### src/rtl/decode_if.sv
// Upstream/downstream handshake bundle for decode_stage.
// The slave modport is the stage's view. The master modport is the driver/consumer view.
interface decode_if #(
  parameter int XLEN = 32,
  parameter int ILEN = 32
);
  logic            in_valid;
  logic            in_ready;
  logic [ILEN-1:0] in_instr;
  logic [XLEN-1:0] in_pc;
  logic            out_valid;
  logic            out_ready;
  logic [XLEN-1:0] out_pc;
  logic [3:0]      out_opcode;
  logic [4:0]      out_rd;
  logic [4:0]      out_rs1;
  logic [4:0]      out_rs2;
  logic [2:0]      out_funct3;
  logic [6:0]      out_funct7;
  logic [XLEN-1:0] out_imm;
  logic            out_illegal;

  modport slave (
    input  in_valid, in_instr, in_pc, out_ready,
    output in_ready, out_valid, out_pc, out_opcode, out_rd, out_rs1, out_rs2,
           out_funct3, out_funct7, out_imm, out_illegal
  );

  modport master (
    output in_valid, in_instr, in_pc, out_ready,
    input  in_ready, out_valid, out_pc, out_opcode, out_rd, out_rs1, out_rs2,
           out_funct3, out_funct7, out_imm, out_illegal
  );
endinterface

### src/rtl/decode_stage.sv
// RV32I decode stage with a main output register and one skid register.
// Fields are decoded combinationally at the input and registered on acceptance.
module decode_stage #(
  parameter int XLEN = 32,
  parameter int ILEN = 32
) (
  input  logic     clk,
  input  logic     reset,
  input  logic     flush,
  decode_if.slave  bus
);
  localparam logic [3:0] OPC_UNKNOWN = 4'd0;
  localparam logic [3:0] OPC_LUI     = 4'd1;
  localparam logic [3:0] OPC_AUIPC   = 4'd2;
  localparam logic [3:0] OPC_JAL     = 4'd3;
  localparam logic [3:0] OPC_JALR    = 4'd4;
  localparam logic [3:0] OPC_BRANCH  = 4'd5;
  localparam logic [3:0] OPC_LOAD    = 4'd6;
  localparam logic [3:0] OPC_STORE   = 4'd7;
  localparam logic [3:0] OPC_OP_IMM  = 4'd8;
  localparam logic [3:0] OPC_OP      = 4'd9;

  typedef struct packed {
    logic [XLEN-1:0] pc;
    logic [3:0]      opcode;
    logic [4:0]      rd;
    logic [4:0]      rs1;
    logic [4:0]      rs2;
    logic [2:0]      funct3;
    logic [6:0]      funct7;
    logic [XLEN-1:0] imm;
    logic            illegal;
  } dec_t;

  logic [31:0]     instr;
  logic [XLEN-1:0] imm_i, imm_s, imm_b, imm_u, imm_j;
  dec_t            dec;

  assign instr = bus.in_instr[31:0];

  // All immediates sign-extend from instr[31], including U on wide datapaths.
  assign imm_i = XLEN'($signed(instr[31:20]));
  assign imm_s = XLEN'($signed({instr[31:25], instr[11:7]}));
  assign imm_b = XLEN'($signed({instr[31], instr[7], instr[30:25], instr[11:8], 1'b0}));
  assign imm_u = XLEN'($signed({instr[31:12], 12'b0}));
  assign imm_j = XLEN'($signed({instr[31], instr[19:12], instr[20], instr[30:21], 1'b0}));

  always_comb begin
    dec         = '0;
    dec.pc      = bus.in_pc;
    dec.rd      = instr[11:7];
    dec.rs1     = instr[19:15];
    dec.rs2     = instr[24:20];
    dec.funct3  = instr[14:12];
    dec.funct7  = instr[31:25];
    dec.opcode  = OPC_UNKNOWN;
    dec.illegal = 1'b1;
    if (instr[1:0] == 2'b11) begin
      dec.illegal = 1'b0;
      case (instr[6:2])
        5'b01101: begin dec.opcode = OPC_LUI;    dec.imm = imm_u; end
        5'b00101: begin dec.opcode = OPC_AUIPC;  dec.imm = imm_u; end
        5'b11011: begin dec.opcode = OPC_JAL;    dec.imm = imm_j; end
        5'b11001: begin
          dec.opcode  = OPC_JALR;
          dec.imm     = imm_i;
          dec.illegal = (instr[14:12] != 3'd0);
        end
        5'b11000: begin dec.opcode = OPC_BRANCH; dec.imm = imm_b; end
        5'b00000: begin dec.opcode = OPC_LOAD;   dec.imm = imm_i; end
        5'b01000: begin dec.opcode = OPC_STORE;  dec.imm = imm_s; end
        5'b00100: begin dec.opcode = OPC_OP_IMM; dec.imm = imm_i; end
        5'b01100: begin
          dec.opcode = OPC_OP;
          // Only the SUB/SRA encodings are allowed to use funct7=0x20.
          if (instr[31:25] == 7'h20)
            dec.illegal = (instr[14:12] != 3'd0) && (instr[14:12] != 3'd5);
          else
            dec.illegal = (instr[31:25] != 7'h00);
        end
        default: begin dec.opcode = OPC_UNKNOWN; dec.illegal = 1'b1; end
      endcase
    end
  end

  dec_t main_q, main_d, skid_q, skid_d;
  logic main_valid_q, main_valid_d, skid_valid_q, skid_valid_d;
  logic in_ready_q;
  logic accept, drain;

  assign accept = bus.in_valid && in_ready_q;
  assign drain  = main_valid_q && bus.out_ready;

  always_comb begin
    main_d       = main_q;
    skid_d       = skid_q;
    main_valid_d = main_valid_q;
    skid_valid_d = skid_valid_q;
    if (flush) begin
      main_valid_d = 1'b0;
      skid_valid_d = 1'b0;
    end else if (!main_valid_q) begin
      if (accept) begin
        main_d       = dec;
        main_valid_d = 1'b1;
      end
    end else if (drain) begin
      if (skid_valid_q) begin
        main_d       = skid_q;
        skid_valid_d = 1'b0;
      end else if (accept) begin
        main_d = dec;
      end else begin
        main_valid_d = 1'b0;
      end
    end else if (accept) begin
      skid_d       = dec;
      skid_valid_d = 1'b1;
    end
  end

  always_ff @(posedge clk) begin
    if (reset) begin
      main_q       <= '0;
      skid_q       <= '0;
      main_valid_q <= 1'b0;
      skid_valid_q <= 1'b0;
      in_ready_q   <= 1'b1;
    end else begin
      main_q       <= main_d;
      skid_q       <= skid_d;
      main_valid_q <= main_valid_d;
      skid_valid_q <= skid_valid_d;
      in_ready_q   <= !skid_valid_d;
    end
  end

  assign bus.in_ready    = in_ready_q;
  assign bus.out_valid   = main_valid_q;
  assign bus.out_pc      = main_q.pc;
  assign bus.out_opcode  = main_q.opcode;
  assign bus.out_rd      = main_q.rd;
  assign bus.out_rs1     = main_q.rs1;
  assign bus.out_rs2     = main_q.rs2;
  assign bus.out_funct3  = main_q.funct3;
  assign bus.out_funct7  = main_q.funct7;
  assign bus.out_imm     = main_q.imm;
  assign bus.out_illegal = main_q.illegal;
endmodule

### src/flat_wrapper.sv
// flat-port wrapper written by rule: the top's interface ports become plain ports
module decode_stage_flat 
#(
  parameter int XLEN = 32,
  parameter int ILEN = 32
)
  (clk, reset, flush, bus_in_valid, bus_in_instr, bus_in_pc, bus_out_ready, bus_in_ready, bus_out_valid, bus_out_pc, bus_out_opcode, bus_out_rd, bus_out_rs1, bus_out_rs2, bus_out_funct3, bus_out_funct7, bus_out_imm, bus_out_illegal);
  decode_if #(.XLEN(XLEN), .ILEN(ILEN)) bus_i ();
  input  logic clk;
  input  logic reset;
  input  logic flush;
  input wire logic [$bits(bus_i.in_valid)-1:0] bus_in_valid;
  input wire logic [$bits(bus_i.in_instr)-1:0] bus_in_instr;
  input wire logic [$bits(bus_i.in_pc)-1:0] bus_in_pc;
  input wire logic [$bits(bus_i.out_ready)-1:0] bus_out_ready;
  output wire logic [$bits(bus_i.in_ready)-1:0] bus_in_ready;
  output wire logic [$bits(bus_i.out_valid)-1:0] bus_out_valid;
  output wire logic [$bits(bus_i.out_pc)-1:0] bus_out_pc;
  output wire logic [$bits(bus_i.out_opcode)-1:0] bus_out_opcode;
  output wire logic [$bits(bus_i.out_rd)-1:0] bus_out_rd;
  output wire logic [$bits(bus_i.out_rs1)-1:0] bus_out_rs1;
  output wire logic [$bits(bus_i.out_rs2)-1:0] bus_out_rs2;
  output wire logic [$bits(bus_i.out_funct3)-1:0] bus_out_funct3;
  output wire logic [$bits(bus_i.out_funct7)-1:0] bus_out_funct7;
  output wire logic [$bits(bus_i.out_imm)-1:0] bus_out_imm;
  output wire logic [$bits(bus_i.out_illegal)-1:0] bus_out_illegal;
  assign bus_i.in_valid = bus_in_valid;
  assign bus_i.in_instr = bus_in_instr;
  assign bus_i.in_pc = bus_in_pc;
  assign bus_i.out_ready = bus_out_ready;
  assign bus_in_ready = bus_i.in_ready;
  assign bus_out_valid = bus_i.out_valid;
  assign bus_out_pc = bus_i.out_pc;
  assign bus_out_opcode = bus_i.out_opcode;
  assign bus_out_rd = bus_i.out_rd;
  assign bus_out_rs1 = bus_i.out_rs1;
  assign bus_out_rs2 = bus_i.out_rs2;
  assign bus_out_funct3 = bus_i.out_funct3;
  assign bus_out_funct7 = bus_i.out_funct7;
  assign bus_out_imm = bus_i.out_imm;
  assign bus_out_illegal = bus_i.out_illegal;
  decode_stage #(.XLEN(XLEN), .ILEN(ILEN)) u_core (.clk(clk), .reset(reset), .flush(flush), .bus(bus_i));
endmodule
### config.mk
export PLATFORM = sky130hd
export DESIGN_NAME = decode_stage_flat
export DESIGN_NICKNAME = d
export VERILOG_FILES = /design/src/rtl/decode_if.sv /design/src/rtl/decode_stage.sv /design/src/flat_wrapper.sv
export SDC_FILE = /design/constraint.sdc
export NUM_CORES = 1
export LEC_CHECK = 0
export CORE_MARGIN = 2
export CORE_UTILIZATION = 45
export CTS_BUF_LIST = sky130_fd_sc_hd__clkbuf_16
export DETAILED_ROUTE_END_ITERATION = 16
export GPL_ROUTABILITY_DRIVEN = 0
export HOLD_SLACK_MARGIN = 0.03
export PLACE_DENSITY = 0.83
export SYNTH_ARGS = -nofsm -noshare
export SYNTH_HDL_FRONTEND = slang
export SYNTH_SLANG_ARGS = --single-unit
### constraint.sdc
create_clock -name clk -period 1.8 [get_ports clk]
set_input_delay 0.36 -clock clk [delete_from_list [all_inputs] [get_ports clk]]
set_output_delay 0.36 -clock clk [all_outputs]
set_load 0.005 [all_outputs]
==> impl_metrics.toml, run 1 <==
[outcome]
status = "completed"

[clock_tree]
cts_buffer_depth = 2
cts-root-buf = "clkbuf_16"
holdBufCountCts = 0
cts.clk_slew.worst_paths_ns = 0.07
post_cts_buffers = 0
cts_max_level = 4
clock_sinks = 191
cts_tree = "yes"
worstSkewPairLatency_ns = 0.43
cts-buffers-inserted = 17

[floorplan]
io_pins = 165
die_h_um = 135
rows = 47
die_x_um = 135
core_um2 = 16700
die_area_um2 = 18300
start_util = 0.464

[finish]
final_cells = 1354
area_delta_synth_final_pct = 40.5
antennaDiodeCount = 0
layout-drive-gt1-share = 0.130
multi_input_area_um2 = 3600
fin_nets = 1190
regArea_um2 = 3830
fillers = 1361

[logic_synthesis]
synth_edf_count = 0
synthTopCellsByArea = "dfxtp_1, a21oi_1, nand2_1"
synth_top_area_cell = "dfxtp_1"
synth-adder-area-share = 0
yosysSeqAreaShare = 0.493
synth_ff_type = "dfxtp_1"
synth_warnings = 0
yosys.area_share.simple = 0.135
synth_cells = 937
synth_cell_types = 54
synth-async-reset-ratio = 0
synth-seq-cells = 191
syn-mean-instance-area_um2 = 8.28
syn-num-nets = 1006
muxShareOfSynthArea = 0
synth_top_family_by_area = "compound AO/OA/AOI/OAI gates"
synth-xor-area-share = 0.00113
yosysTopAreaCellShare = 0.493
synth.most_common_cell = "dfxtp_1"
yosys-top-cells-count = "dfxtp_1, nand2_1, a21oi_1, o21ai_0, clkbuf_1"
synth_compound_area_frac = 0.319
syn_area_um2 = 7750

[place]
dp_hpwl_um = 16200
dpl.cell_count = 1321
io_buffers = 164

[pwr]
pwr-share-seq = 0.460
p_leak_nw = 3.82
p_int_mw = 7.36
power_density_nw_per_um2 = 891
power_frac_clock = 0.410
power.switching_mw = 2.35
swShare = 0.242
power.total_mw = 9.71
ir_worst_vdd_uv = 712
p_comb_frac = 0.129

[worst_setup_path]
arrival_ns = 1.39
r2r_end = "u_core.bus.out_pc[11]$_SDFFE_PP0P_"
r2r_slack_ns = 0.20
path_max_fanout = 8
timing.critical_path.max_delay_family = "buffers and inverters"
endpoint_kind = "primary output"
path_class = "reg -> out"
crit_slowest_cell = "clkdlybuf4s50_1"
ff2ff_path_depth = 6
cp.required_ns = 1.44
crit_chain = "clkdlybuf4s50_1"
crit_buf_inv = 1
r2r_start = "u_core.bus.out_valid$_SDFF_PP0_"
slowest_delay_ns = 0.56
worstSetupStartpointType = "register"

[sta]
tns_ns = 0
max_freq_mhz = 572
setup_viol = 0
finClkSkew_ns = 0.0105
hold_viol = 0
rsz0062_at_grt = "no"
worst_pin_slew_ns = 0.531
report.final.slew_viol_count = 0
period_share = 0.972
finalCriticalPeriod_ns = 1.75
relSlewSlack = 0.637

[worst_hold_path]
min_from = "reset"
hold_path_end = "u_core.skid_q[74]$_SDFFE_PP0P_"
whs_path_depth = 2
hp-class = "in -> reg"

[global_routing]
grt_pass1_wl_um = 39100
grt_pass1_vias = 7545
antenna_found_initial = 0
grt_max_degree = 46
track_usage = 0.268
grt.overflow.total = 0

[drt]
drtPass1Iterations = 5
routed_via_density = 5.86
wl_per_cell_um = 18.2
drtIter0Drc = 692
num_vias = 7933
drcViolationCount = 0
antenna_left = 0
drt_wl_total_um = 24600

[run]
drv_cap = 0
[worst reg2reg max path, cell delays in order (launching register included)]
cell,delay [ns]
dfxtp_4,0.40
nand2_2,0.12
a221oi_4,0.35
buf_4,0.24
buf_4,0.17
o21ai_0,0.11
a21oi_1,0.14
[what timing repair did]
action                                  4_1_cts  5_1_grt
gates resized for setup                      16        1
endpoints found under the setup margin       52        1
pin swaps                                     3        0
gates cloned                                  1        0
[worst max path at each step]
stage | depth (start not counted) | startpoint | to
5_1_grt | 1 | u_core.bus.out_valid$_SDFF_PP0_ | bus_out_valid
3_3_place_gp | 7 | bus_in_instr[2] | u_core.bus.out_imm[11]$_SDFFE_PP0P_
6_report | 1 | u_core.bus.out_valid$_SDFF_PP0_ | bus_out_valid
3_5_place_dp | 7 | bus_in_instr[2] | u_core.bus.out_imm[16]$_SDFFE_PP0P_
2_1_floorplan | 6 | bus_in_instr[2] | u_core.bus.out_imm[11]$_SDFFE_PP0P_
4_1_cts | 1 | u_core.bus.in_ready$_SDFF_PP1_ | bus_in_ready
[flip-flops by register name, summed over array words and instances (netlist names)]
signal,count
u_core.skid_q,94
u_core.bus.out_imm,32
u_core.bus.out_pc,32
u_core.bus.out_funct7,7
u_core.bus.out_rd,5
u_core.bus.out_rs1,5
u_core.bus.out_rs2,5
u_core.bus.out_opcode,4
u_core.bus.out_funct3,3
u_core.bus.in_ready,1
u_core.bus.out_illegal,1
u_core.bus.out_valid,1
u_core.skid_valid_q,1
[cell type report]
| type | instances | share of cell area |
|---|---|---|
| sequential | 191 | 0.351 |
| tap | 220 | 0.0253 |
| clock inverter | 15 | 0.0177 |
| clock buffer | 17 | 0.0390 |
| timing repair buffer | 256 | 0.234 |
| inverter | 6 | 0.00207 |
| multi-input combinational | 649 | 0.331 |
[stage by stage]
step / utilization / setup slack [ns] / instance area [um^2] / hold WS (ns)
6_report: 0.652 / 0.0509 / 10900 / 0.245
5_1_grt: 0.652 / 0.00879 / 10900 / 0.238
4_1_cts: 0.652 / 0.0339 / 10900 / 0.223
3_5_place_dp: 0.613 / -0.539 / 10200 / 0.441
3_3_place_gp: 0.613 / -0.521 / 10200 / 0.435
2_1_floorplan: - / 0.123 / 7750 / 0.427
[power groups by stage]
stage / Sequential (mW) / Clock (mW) / Combinational (mW)
after floorplan: 4.56 / 0 / 0.454
final: 4.47 / 3.98 / 1.26
after global placement: 4.56 / 0 / 1.22
after global routing: 4.49 / 4.22 / 1.35
after CTS: 4.47 / 4.01 / 1.25
after detailed placement: 4.57 / 0 / 1.24
[routing by layer]
| metal | vias up | wire (um) | track usage |
|---|---|---|---|
| met3 | 56 | 2540 | 0.0849 |
| li1 | 3767 | - | - |
| met2 | 398 | 11300 | 0.433 |
| met5 | - | 0 | 0 |
| met1 | 3712 | 10100 | 0.337 |
| met4 | 0 | 683 | 0.0984 |
[layout by cell type, fill, tap and decap left out, types with 4 or more instances in the layout]
cell and count:
a211oi_1 16, o2bb2ai_1 8, nand2_1 158, dlygate4sd2_1 5, o21ai_0 90, o21ai_2 7, and2_1 4, o22ai_1 59
a31oi_1 13, clkbuf_16 17, o211ai_1 13, bufinv_16 4, buf_4 71, a21oi_1 150, dfxtp_1 189, o221ai_1 19
inv_1 8, a311oi_1 12, nor2_1 39, buf_6 4, clkdlybuf4s50_1 158, buf_12 17, a21boi_0 4, nand3_1 5
[cells by family after synthesis]
logic type             count (synthesis)
flip-flops                           191
AO/OA/AOI/OAI                        408
XOR/XNOR                               1
buffers and inverters                 97
AND/OR/NAND/NOR                      240
Note: power is estimated with default switching activity, not from simulation.
==> run 2, diff against run 1 <==
--- a/config.mk
+++ b/config.mk
@@ -5,13 +5,15 @@
 export SDC_FILE = /design/constraint.sdc
 export NUM_CORES = 1
 export LEC_CHECK = 0
+export CELL_PAD_IN_SITES_DETAIL_PLACEMENT = 1
+export CELL_PAD_IN_SITES_GLOBAL_PLACEMENT = 1
 export CORE_MARGIN = 2
-export CORE_UTILIZATION = 45
+export CORE_UTILIZATION = 37
 export CTS_BUF_LIST = sky130_fd_sc_hd__clkbuf_16
 export DETAILED_ROUTE_END_ITERATION = 16
 export GPL_ROUTABILITY_DRIVEN = 0
 export HOLD_SLACK_MARGIN = 0.03
-export PLACE_DENSITY = 0.83
+export PLACE_DENSITY = 0.9
 export SYNTH_ARGS = -nofsm -noshare
 export SYNTH_HDL_FRONTEND = slang
 export SYNTH_SLANG_ARGS = --single-unit
==> run 2 against run 1 <==
  * Wire length is 20% higher
  * Non-clock buffer count is 20 higher
  * Fmax is 1.5% lower
  * Final area is 1.6% higher
  * Die area is 21% higher
  * Global-route usage is 0.22 points lower
  * Core utilization is 11 points lower
  * Count of clock-buffer cells in the layout stayed put
  * Via count is 3.6% higher
  * Highest routed layer unchanged
==> impl_metrics.toml, run 2 (synthesis gave the netlist of run 1 again) <==
[outcome]
status = "completed"

[clock_tree]
cts_tree = "yes"
cts-buffers-inserted = 17
clock_sinks = 191
holdBufCountCts = 0
cts_max_level = 4
cts_buffer_depth = 2
worstSkewPairLatency_ns = 0.44
cts-root-buf = "clkbuf_16"
cts.clk_slew.worst_paths_ns = 0.07

[floorplan]
start_util = 0.380
io_pins = 165
die_x_um = 149
die_h_um = 149
core_um2 = 20400
rows = 52
die_area_um2 = 22100

[worst_setup_path]
crit_top_cell = "buf_4"
path_class = "in -> reg"
crit_slowest_cell = "dlygate4sd2_1"
cp.required_ns = 2.15
crit_chain = "dlygate4sd2_1 -> buf_4 -> nand4b_1 -> buf_4 -> a21boi_0 -> buf_4 -> o21ai_2 -> a211oi_1"
endpoint_kind = "register"
r2r_slack_ns = 0.16
ff2ff_path_depth = 6
r2r_end = "u_core.bus.out_opcode[1]$_SDFFE_PP0P_"
path_max_fanout = 6
r2r_start = "u_core.bus.out_valid$_SDFF_PP0_"
arrival_ns = 2.12
slowest_delay_ns = 0.32
endpoint = "u_core.bus.out_imm[1]$_SDFFE_PP0P_"
timing.critical_path.max_delay_family = "buffers and inverters"
crit_start = "bus_in_instr[4]"
crit_buf_inv = 4
path_depth = 8
worstSetupStartpointType = "primary input"

[finish]
antennaDiodeCount = 0
final_common_cell = "dfxtp_1"
fin_nets = 1210
finalInstanceArea_um2 = 11100
fillers = 2372
layout-drive-gt1-share = 0.147
area_delta_synth_final_pct = 42.8
multi_input_area_um2 = 3620
post-route-util = 0.542
layout_common_cells = "dfxtp_1, nand2_1, clkdlybuf4s50_1"
regArea_um2 = 3830
largest_reg_flops = 94
top_register = "u_core.skid_q"

[drt]
wl_per_cell_um = 20.8
m1WireLength_um = 12400
drtIter0Drc = 485
drtPass1Iterations = 4
drt_wl_total_um = 29700
met3_wirelength_um = 2230
wl_met2_um = 14400
routed_via_density = 5.77
antenna_left = 0
num_vias = 8222
drcViolationCount = 0
maxUsedRoutingLayer = "met4"

[worst_hold_path]
hp-class = "in -> reg"

[global_routing]
grt_pass1_vias = 8664
antenna_found_initial = 0
track_usage = 0.266
grt_pass1_wl_um = 46600
grt_max_degree = 58
grt.overflow.total = 0

[place]
placed_area_um2 = 10400
dp_hpwl_um = 20200
io_buffers = 164

[sta]
setup_viol = 0
worst_pin_slew_ns = 0.594
hold_viol = 0
period_share = 0.987
finalCriticalPeriod_ns = 1.78
relSlewSlack = 0.594
report.final.slew_viol_count = 0
holdWs_ns = 0.160
finClkSkew_ns = 0.0115
tns_ns = 0
max_freq_mhz = 563

[run]
drv_cap = 0

[pwr]
p_leak_nw = 3.90
ir_worst_vdd_uv = 623
power_density_nw_per_um2 = 855
power.total_mw = 9.46
## run 2: cell type report
cell class / instances / share of cell area
multi-input combinational: 649 / 0.327
tap: 270 / 0.0305
clock buffer: 17 / 0.0384
timing repair buffer: 276 / 0.246
inverter: 6 / 0.00203
sequential: 191 / 0.345
clock inverter: 15 / 0.0111
## run 2: layer usage
layer  GRT usage  vias up
met2       0.452      306
met5           0        -
met1       0.328     4051
met3      0.0755       50
met4      0.0810        0
li1            -     3815
## run 2: repair_timing
action	CTS	global route
gates resized for setup	10	8
endpoints found under the hold margin	0	0
setup buffers	1	5
setup endpoints to repair	68	19
pin swaps	2	2
## run 2: how the worst min path moves through the flow
stage	startpoint	endpoint	slack, ns	cells past startpoint
floorplan	u_core.skid_q[32]$_SDFFE_PP0P_	u_core.skid_q[32]$_SDFFE_PP0P_	0.43	1
global placement	u_core.skid_q[2]$_SDFFE_PP0P_	u_core.skid_q[2]$_SDFFE_PP0P_	0.44	2
detailed placement	u_core.skid_q[43]$_SDFFE_PP0P_	u_core.skid_q[43]$_SDFFE_PP0P_	0.45	2
CTS	reset	u_core.skid_q[84]$_SDFFE_PP0P_	0.15	2
global route	reset	u_core.skid_q[78]$_SDFFE_PP0P_	0.16	2
finish	reset	u_core.skid_q[84]$_SDFFE_PP0P_	0.16	2
## run 2: where the power goes
part           switching, mW  leakage, nW  internal [mW]
sequential            0.0985         1.56           4.38
combinational          0.642         2.08          0.683
clock                   1.76        0.270           1.90
## run 2: metrics by stage
step,setup WS [ns],cells
after floorplan,0.123,937
after global placement,-0.567,1386
after detailed placement,-0.638,1386
after CTS,0.0445,1419
after global routing,-0.0268,1424
final,0.0238,1424
==> run 3, diff against run 2 <==
--- a/config.mk
+++ b/config.mk
@@ -8,12 +8,12 @@
 export CELL_PAD_IN_SITES_DETAIL_PLACEMENT = 1
 export CELL_PAD_IN_SITES_GLOBAL_PLACEMENT = 1
 export CORE_MARGIN = 2
-export CORE_UTILIZATION = 37
+export CORE_UTILIZATION = 40
 export CTS_BUF_LIST = sky130_fd_sc_hd__clkbuf_16
 export DETAILED_ROUTE_END_ITERATION = 16
 export GPL_ROUTABILITY_DRIVEN = 0
 export HOLD_SLACK_MARGIN = 0.03
-export PLACE_DENSITY = 0.9
+export PLACE_DENSITY = 0.95
 export SYNTH_ARGS = -nofsm -noshare
 export SYNTH_HDL_FRONTEND = slang
 export SYNTH_SLANG_ARGS = --single-unit
==> constraint.sdc (replaced) <==
create_clock -name clk -period 2.15 [get_ports clk]
set_input_delay 0.43 -clock clk [delete_from_list [all_inputs] [get_ports clk]]
set_output_delay 0.43 -clock clk [all_outputs]
set_load 0.005 [all_outputs]
==> run 3 against run 2 <==
  * Global-route usage up 1.4 points
  * Cell count fell by 3.4%
  * Power shrank 16%
  * Count of clock-buffer cells in the layout stayed put
  * Non-clock buffer count fell by 38
  * Clock power is 14% lower
  * Sequential share of layout area up 1.2 points
==> impl_metrics.toml, run 3 (synthesis gave the netlist of run 1 again) <==
[outcome]
status = "completed"

[sta]
worst_pin_slew_ns = 0.534
finalCriticalPeriod_ns = 2.07
period_share = 0.964
relSlewSlack = 0.635
layout_setup_ws_ns = 0.0767
hold_viol = 0
report.final.slew_viol_count = 0
rsz0062_at_grt = "no"
setup_viol = 0
max_freq_mhz = 482
holdWs_ns = 0.294
finClkSkew_ns = 0.00730
tns_ns = 0

[worst_setup_path]
cp.required_ns = 2.48
ff2ff_path_depth = 5
arrival_ns = 2.40
path_max_fanout = 10
r2r_end = "u_core.bus.out_imm[4]$_SDFFE_PP0P_"
r2r_start = "u_core.bus.out_valid$_SDFF_PP0_"
path_class = "in -> reg"
r2r_slack_ns = 0.39
endpoint_kind = "register"
worstSetupStartpointType = "primary input"

[finish]
layout_common_cells = "dfxtp_1, clkdlybuf4s50_1, nand2_1"
finalInstanceArea_um2 = 10700
area_delta_synth_final_pct = 37.9
fin_nets = 1172
final_common_cell = "dfxtp_1"
layout-drive-gt1-share = 0.111
final_cells = 1375
largest_reg_flops = 94
post-route-util = 0.566
antennaDiodeCount = 0
top_register = "u_core.skid_q"

[drt]
drtIter0Drc = 517
routed_via_density = 5.89
drt_wl_total_um = 28800
wl_per_cell_um = 21.0
drcViolationCount = 0
drtPass1Iterations = 5
antenna_left = 0
num_vias = 8098

[pwr]
ir_worst_vdd_uv = 595
power.total_mw = 7.95
pwr-share-seq = 0.471
p_comb_frac = 0.133
p_int_mw = 5.91
power_frac_clock = 0.396
power_density_nw_per_um2 = 744
swShare = 0.257
power.switching_mw = 2.04
p_leak_nw = 3.68

[place]
io_buffers = 164
pre_cts_ws_ns = -0.458
dpl.cell_count = 1344
placed_area_um2 = 10100
dp_hpwl_um = 18900

[run]
drv_cap = 0

[global_routing]
grt_max_degree = 62
grt.overflow.total = 0
grt_pass1_vias = 8395
track_usage = 0.280
antenna_found_initial = 1
grt_pass1_wl_um = 45100

[floorplan]
io_pins = 165
core_um2 = 18900
die_h_um = 143
die_area_um2 = 20500
rows = 50
start_util = 0.410
die_x_um = 143

[worst_hold_path]
min_from = "reset"
hp-class = "in -> reg"
whs_path_depth = 2
hold_path_end = "u_core.skid_q[12]$_SDFFE_PP0P_"

[clock_tree]
cts_max_level = 4
cts-buffers-inserted = 17
clock_sinks = 191
holdBufCountCts = 0
cts_tree = "yes"
cts-root-buf = "clkbuf_16"
cts_buffer_depth = 2
cts.clk_slew.worst_paths_ns = 0.07
worstSkewPairLatency_ns = 0.43
run 3: cell types whose count changed in the layout (fill, tap and decap cells not counted), moves of 3 or more:
cell             delta
buf_4              -33
buf_12              -6
clkdlybuf4s50_1     +5
dlygate4sd2_1       -3
run 3: worst max-delay path: stages:
cell and delay (ns):
clkdlybuf4s50_1 0.54, or4_4 0.63, a41oi_2 0.25, buf_6 0.20, o21ai_2 0.07, a211oi_1 0.27
run 3: routing by layer:
metal,up-vias,GRT usage,share of wire
li1,3743,-,-
met1,4003,0.345,0.42
met2,294,0.476,0.48
met3,56,0.0825,0.073
met4,2,0.0789,0.020
met5,-,0,0.00035
run 3: what timing repair did:
| item | in CTS | in global routing |
|---|---|---|
| setup endpoints to repair | 1 | 1 |
| endpoints found under the hold margin | 0 | 0 |
| gates resized for setup | 2 | 1 |
| setup buffers | 0 | 0 |
run 3: area by class of cell:
type	instances	area (um^2)
Clock buffer	17	425
Multi-Input combinational cell	649	3580
Inverter	6	22.5
Timing Repair Buffer	238	2370
Sequential cell	191	3820
Fill cell	2208	8200
Tap cell	260	325
Clock inverter	14	144
run 3: worst max-delay path by stage:
stage | from | end | slack, ns | depth (start not counted)
after floorplan | bus_in_instr[2] | u_core.bus.out_imm[11]$_SDFFE_PP0P_ | 0.40 | 6
after global placement | bus_in_instr[2] | u_core.bus.out_imm[1]$_SDFFE_PP0P_ | -0.25 | 6
after detailed placement | bus_in_instr[2] | u_core.bus.out_imm[4]$_SDFFE_PP0P_ | -0.46 | 7
after CTS | u_core.bus.out_valid$_SDFF_PP0_ | bus_out_valid | 0.07 | 2
after global routing | u_core.bus.out_valid$_SDFF_PP0_ | bus_out_valid | 0.01 | 2
final | bus_in_instr[3] | u_core.bus.out_imm[4]$_SDFFE_PP0P_ | 0.08 | 6
run 3: power groups by stage:
stage | clock network [mW] | logic, mW | registers, mW
global route | 3.32 | 1.13 | 3.76
finish | 3.15 | 1.06 | 3.75
detailed placement | 0 | 1.04 | 3.83
floorplan | 0 | 0.380 | 3.82
global placement | 0 | 1.00 | 3.82
CTS | 3.18 | 1.05 | 3.75
==> RTL change: new RTL, settings of run 2 <==
`XLEN` is set to 32 in 3 places; all go to 64.
--- a/src/rtl/decode_if.sv
+++ b/src/rtl/decode_if.sv
@@ -2,5 +2,5 @@
 // The slave modport is the stage's view. The master modport is the driver/consumer view.
 interface decode_if #(
-  parameter int XLEN = 32,
+  parameter int XLEN = 64,
   parameter int ILEN = 32
 );
--- a/src/rtl/decode_stage.sv
+++ b/src/rtl/decode_stage.sv
@@ -2,5 +2,5 @@
 // Fields are decoded combinationally at the input and registered on acceptance.
 module decode_stage #(
-  parameter int XLEN = 32,
+  parameter int XLEN = 64,
   parameter int ILEN = 32
 ) (
--- a/src/flat_wrapper.sv
+++ b/src/flat_wrapper.sv
@@ -2,5 +2,5 @@
 module decode_stage_flat 
 #(
-  parameter int XLEN = 32,
+  parameter int XLEN = 64,
   parameter int ILEN = 32
 )
Interface: changed (resized bus_in_pc, bus_out_imm and bus_out_pc); port bits go from 165 to 261. The function was not compared with the original's and may differ.
==> RTL change against run 2 <==
Routed wire length up 51%; register-to-register slack got worse by 0.11 ns; via count is 40% higher; clock power increased by 69%; final area rose by 47%; clock skew up 0.00092 ns; total power rose by 56%; area after synthesis increased by 45%; combinational power rose by 42%; setup slack worse by 0.020 ns; sequential cell count increased by 96; global-route usage is essentially flat; highest routed layer is now met5.
==> RTL change: results (changes against run 2) <==
<table>
<tr><th>Metric</th><th>Value</th></tr>
<tr><th colspan="2">Placement</th></tr>
<tr><td>IO buf count</td><td>260 (was 164)</td></tr>
<tr><td>Cell area reported after detailed placement</td><td>15000 sq um (was 10400 sq um)</td></tr>
<tr><td>Worst slack after detailed placement</td><td>-0.664 ns (was -0.638 ns)</td></tr>
<tr><td>Placed cell count</td><td>1924 (was 1386)</td></tr>
<tr><th colspan="2">Layout</th></tr>
<tr><td>Share of cells above drive strength 1</td><td>0.157 (was 0.147)</td></tr>
<tr><td>Final-layout fill cell count</td><td>3332 (was 2372)</td></tr>
<tr><th colspan="2">Global route</th></tr>
<tr><td>Number of global-route vias before repair</td><td>12000 (was 8664)</td></tr>
<tr><td>Maximum number of pins on one net before global-route repair</td><td>81 (was 58)</td></tr>
<tr><td>Routing usage on met2</td><td>0.457 (was 0.452)</td></tr>
<tr><th colspan="2">Hold path</th></tr>
<tr><td>Endpoint of the worst hold path</td><td>u_core.skid_q[28]$_SDFFE_PP0P_ (was u_core.skid_q[84]$_SDFFE_PP0P_)</td></tr>
<tr><th colspan="2">Synth</th></tr>
<tr><td>Count of different cell masters after synthesis</td><td>53 (was 54)</td></tr>
<tr><td>Register area share after synthesis</td><td>0.512 (was 0.493)</td></tr>
<tr><td>Commonest cells in the netlist</td><td>sky130_fd_sc_hd__dfxtp_1 (287), sky130_fd_sc_hd__nand2_1 (223), sky130_fd_sc_hd__nor2_1 (178) (was sky130_fd_sc_hd__dfxtp_1 (191), sky130_fd_sc_hd__nand2_1 (159), sky130_fd_sc_hd__a21oi_1 (151))</td></tr>
<tr><th colspan="2">Critical path</th></tr>
<tr><td>Data arrival time at the worst-slack endpoint</td><td>2.24 ns (was 2.12 ns)</td></tr>
<tr><td>Worst r2r path cells</td><td>7 (was 6)</td></tr>
<tr><td>Max stage delay on crit path</td><td>0.48 ns (was 0.32 ns)</td></tr>
<tr><td>Cell type of the slowest stage on the worst timing path</td><td>sky130_fd_sc_hd__clkdlybuf4s50_1 (was sky130_fd_sc_hd__dlygate4sd2_1)</td></tr>
<tr><td>Reg2reg setup slack</td><td>0.05 ns (was 0.16 ns)</td></tr>
<tr><th colspan="2">Drt</th></tr>
<tr><td>Routed WL per cell</td><td>22.5 microns (was 20.8 microns)</td></tr>
<tr><td>Detailed-router iteration count before antenna repair</td><td>6 (was 4)</td></tr>
<tr><td>Sum of met3 wire segment lengths after detailed routing</td><td>3.29 mm (was 2.23 mm)</td></tr>
<tr><th colspan="2">Power</th></tr>
<tr><td>Switching power of the nets</td><td>3720 uW (was 2500 uW)</td></tr>
<tr><td>Worst VDD drop</td><td>630 uV (was 623 uV)</td></tr>
<tr><th colspan="2">Status</th></tr>
<tr><td>Outcome</td><td>completed (unchanged)</td></tr>
<tr><th colspan="2">Clocking</th></tr>
<tr><td># H-tree levels</td><td>1 (was 4)</td></tr>
<tr><td>Post-CTS Resized</td><td>93 (was 10)</td></tr>
</table>
-- RTL change: changes by cell type in the layout (fill, tap and decap cells not counted), sizes merged, moves of 19 or more --
| cell | delta |
|---|---|
| o221ai | -19 |
| dlygate4sd2 | +48 |
| a2111oi | +33 |
| dfxtp | +96 |
| o22ai | +33 |
| nand2 | +66 |
| a21oi | -43 |
| a21o | +39 |
| a211oi | +85 |
| dlymetal6s2s | +66 |
| o21ai | -74 |
| nor2 | +138 |
-- RTL change: area by class of cell --
cell class / instances / share of cell area
timing repair buffer: 365 / 0.241
tap: 390 / 0.0299
multi-input combinational: 886 / 0.313
inverter: 2 / 0.000461
clock inverter: 24 / 0.0114
sequential: 287 / 0.356
clock buffer: 31 / 0.0476
-- RTL change: cells by family after synthesis --
| logic type | count (synthesis) | share of synthesized area |
|---|---|---|
| and+or+nand+nor | 469 | 0.176 |
| AOI/OAI and AO/OA | 416 | 0.263 |
| DFF | 287 | 0.512 |
| buffers and inverters | 122 | 0.0483 |
| xor gates and xnor gates | 1 | 0.000780 |
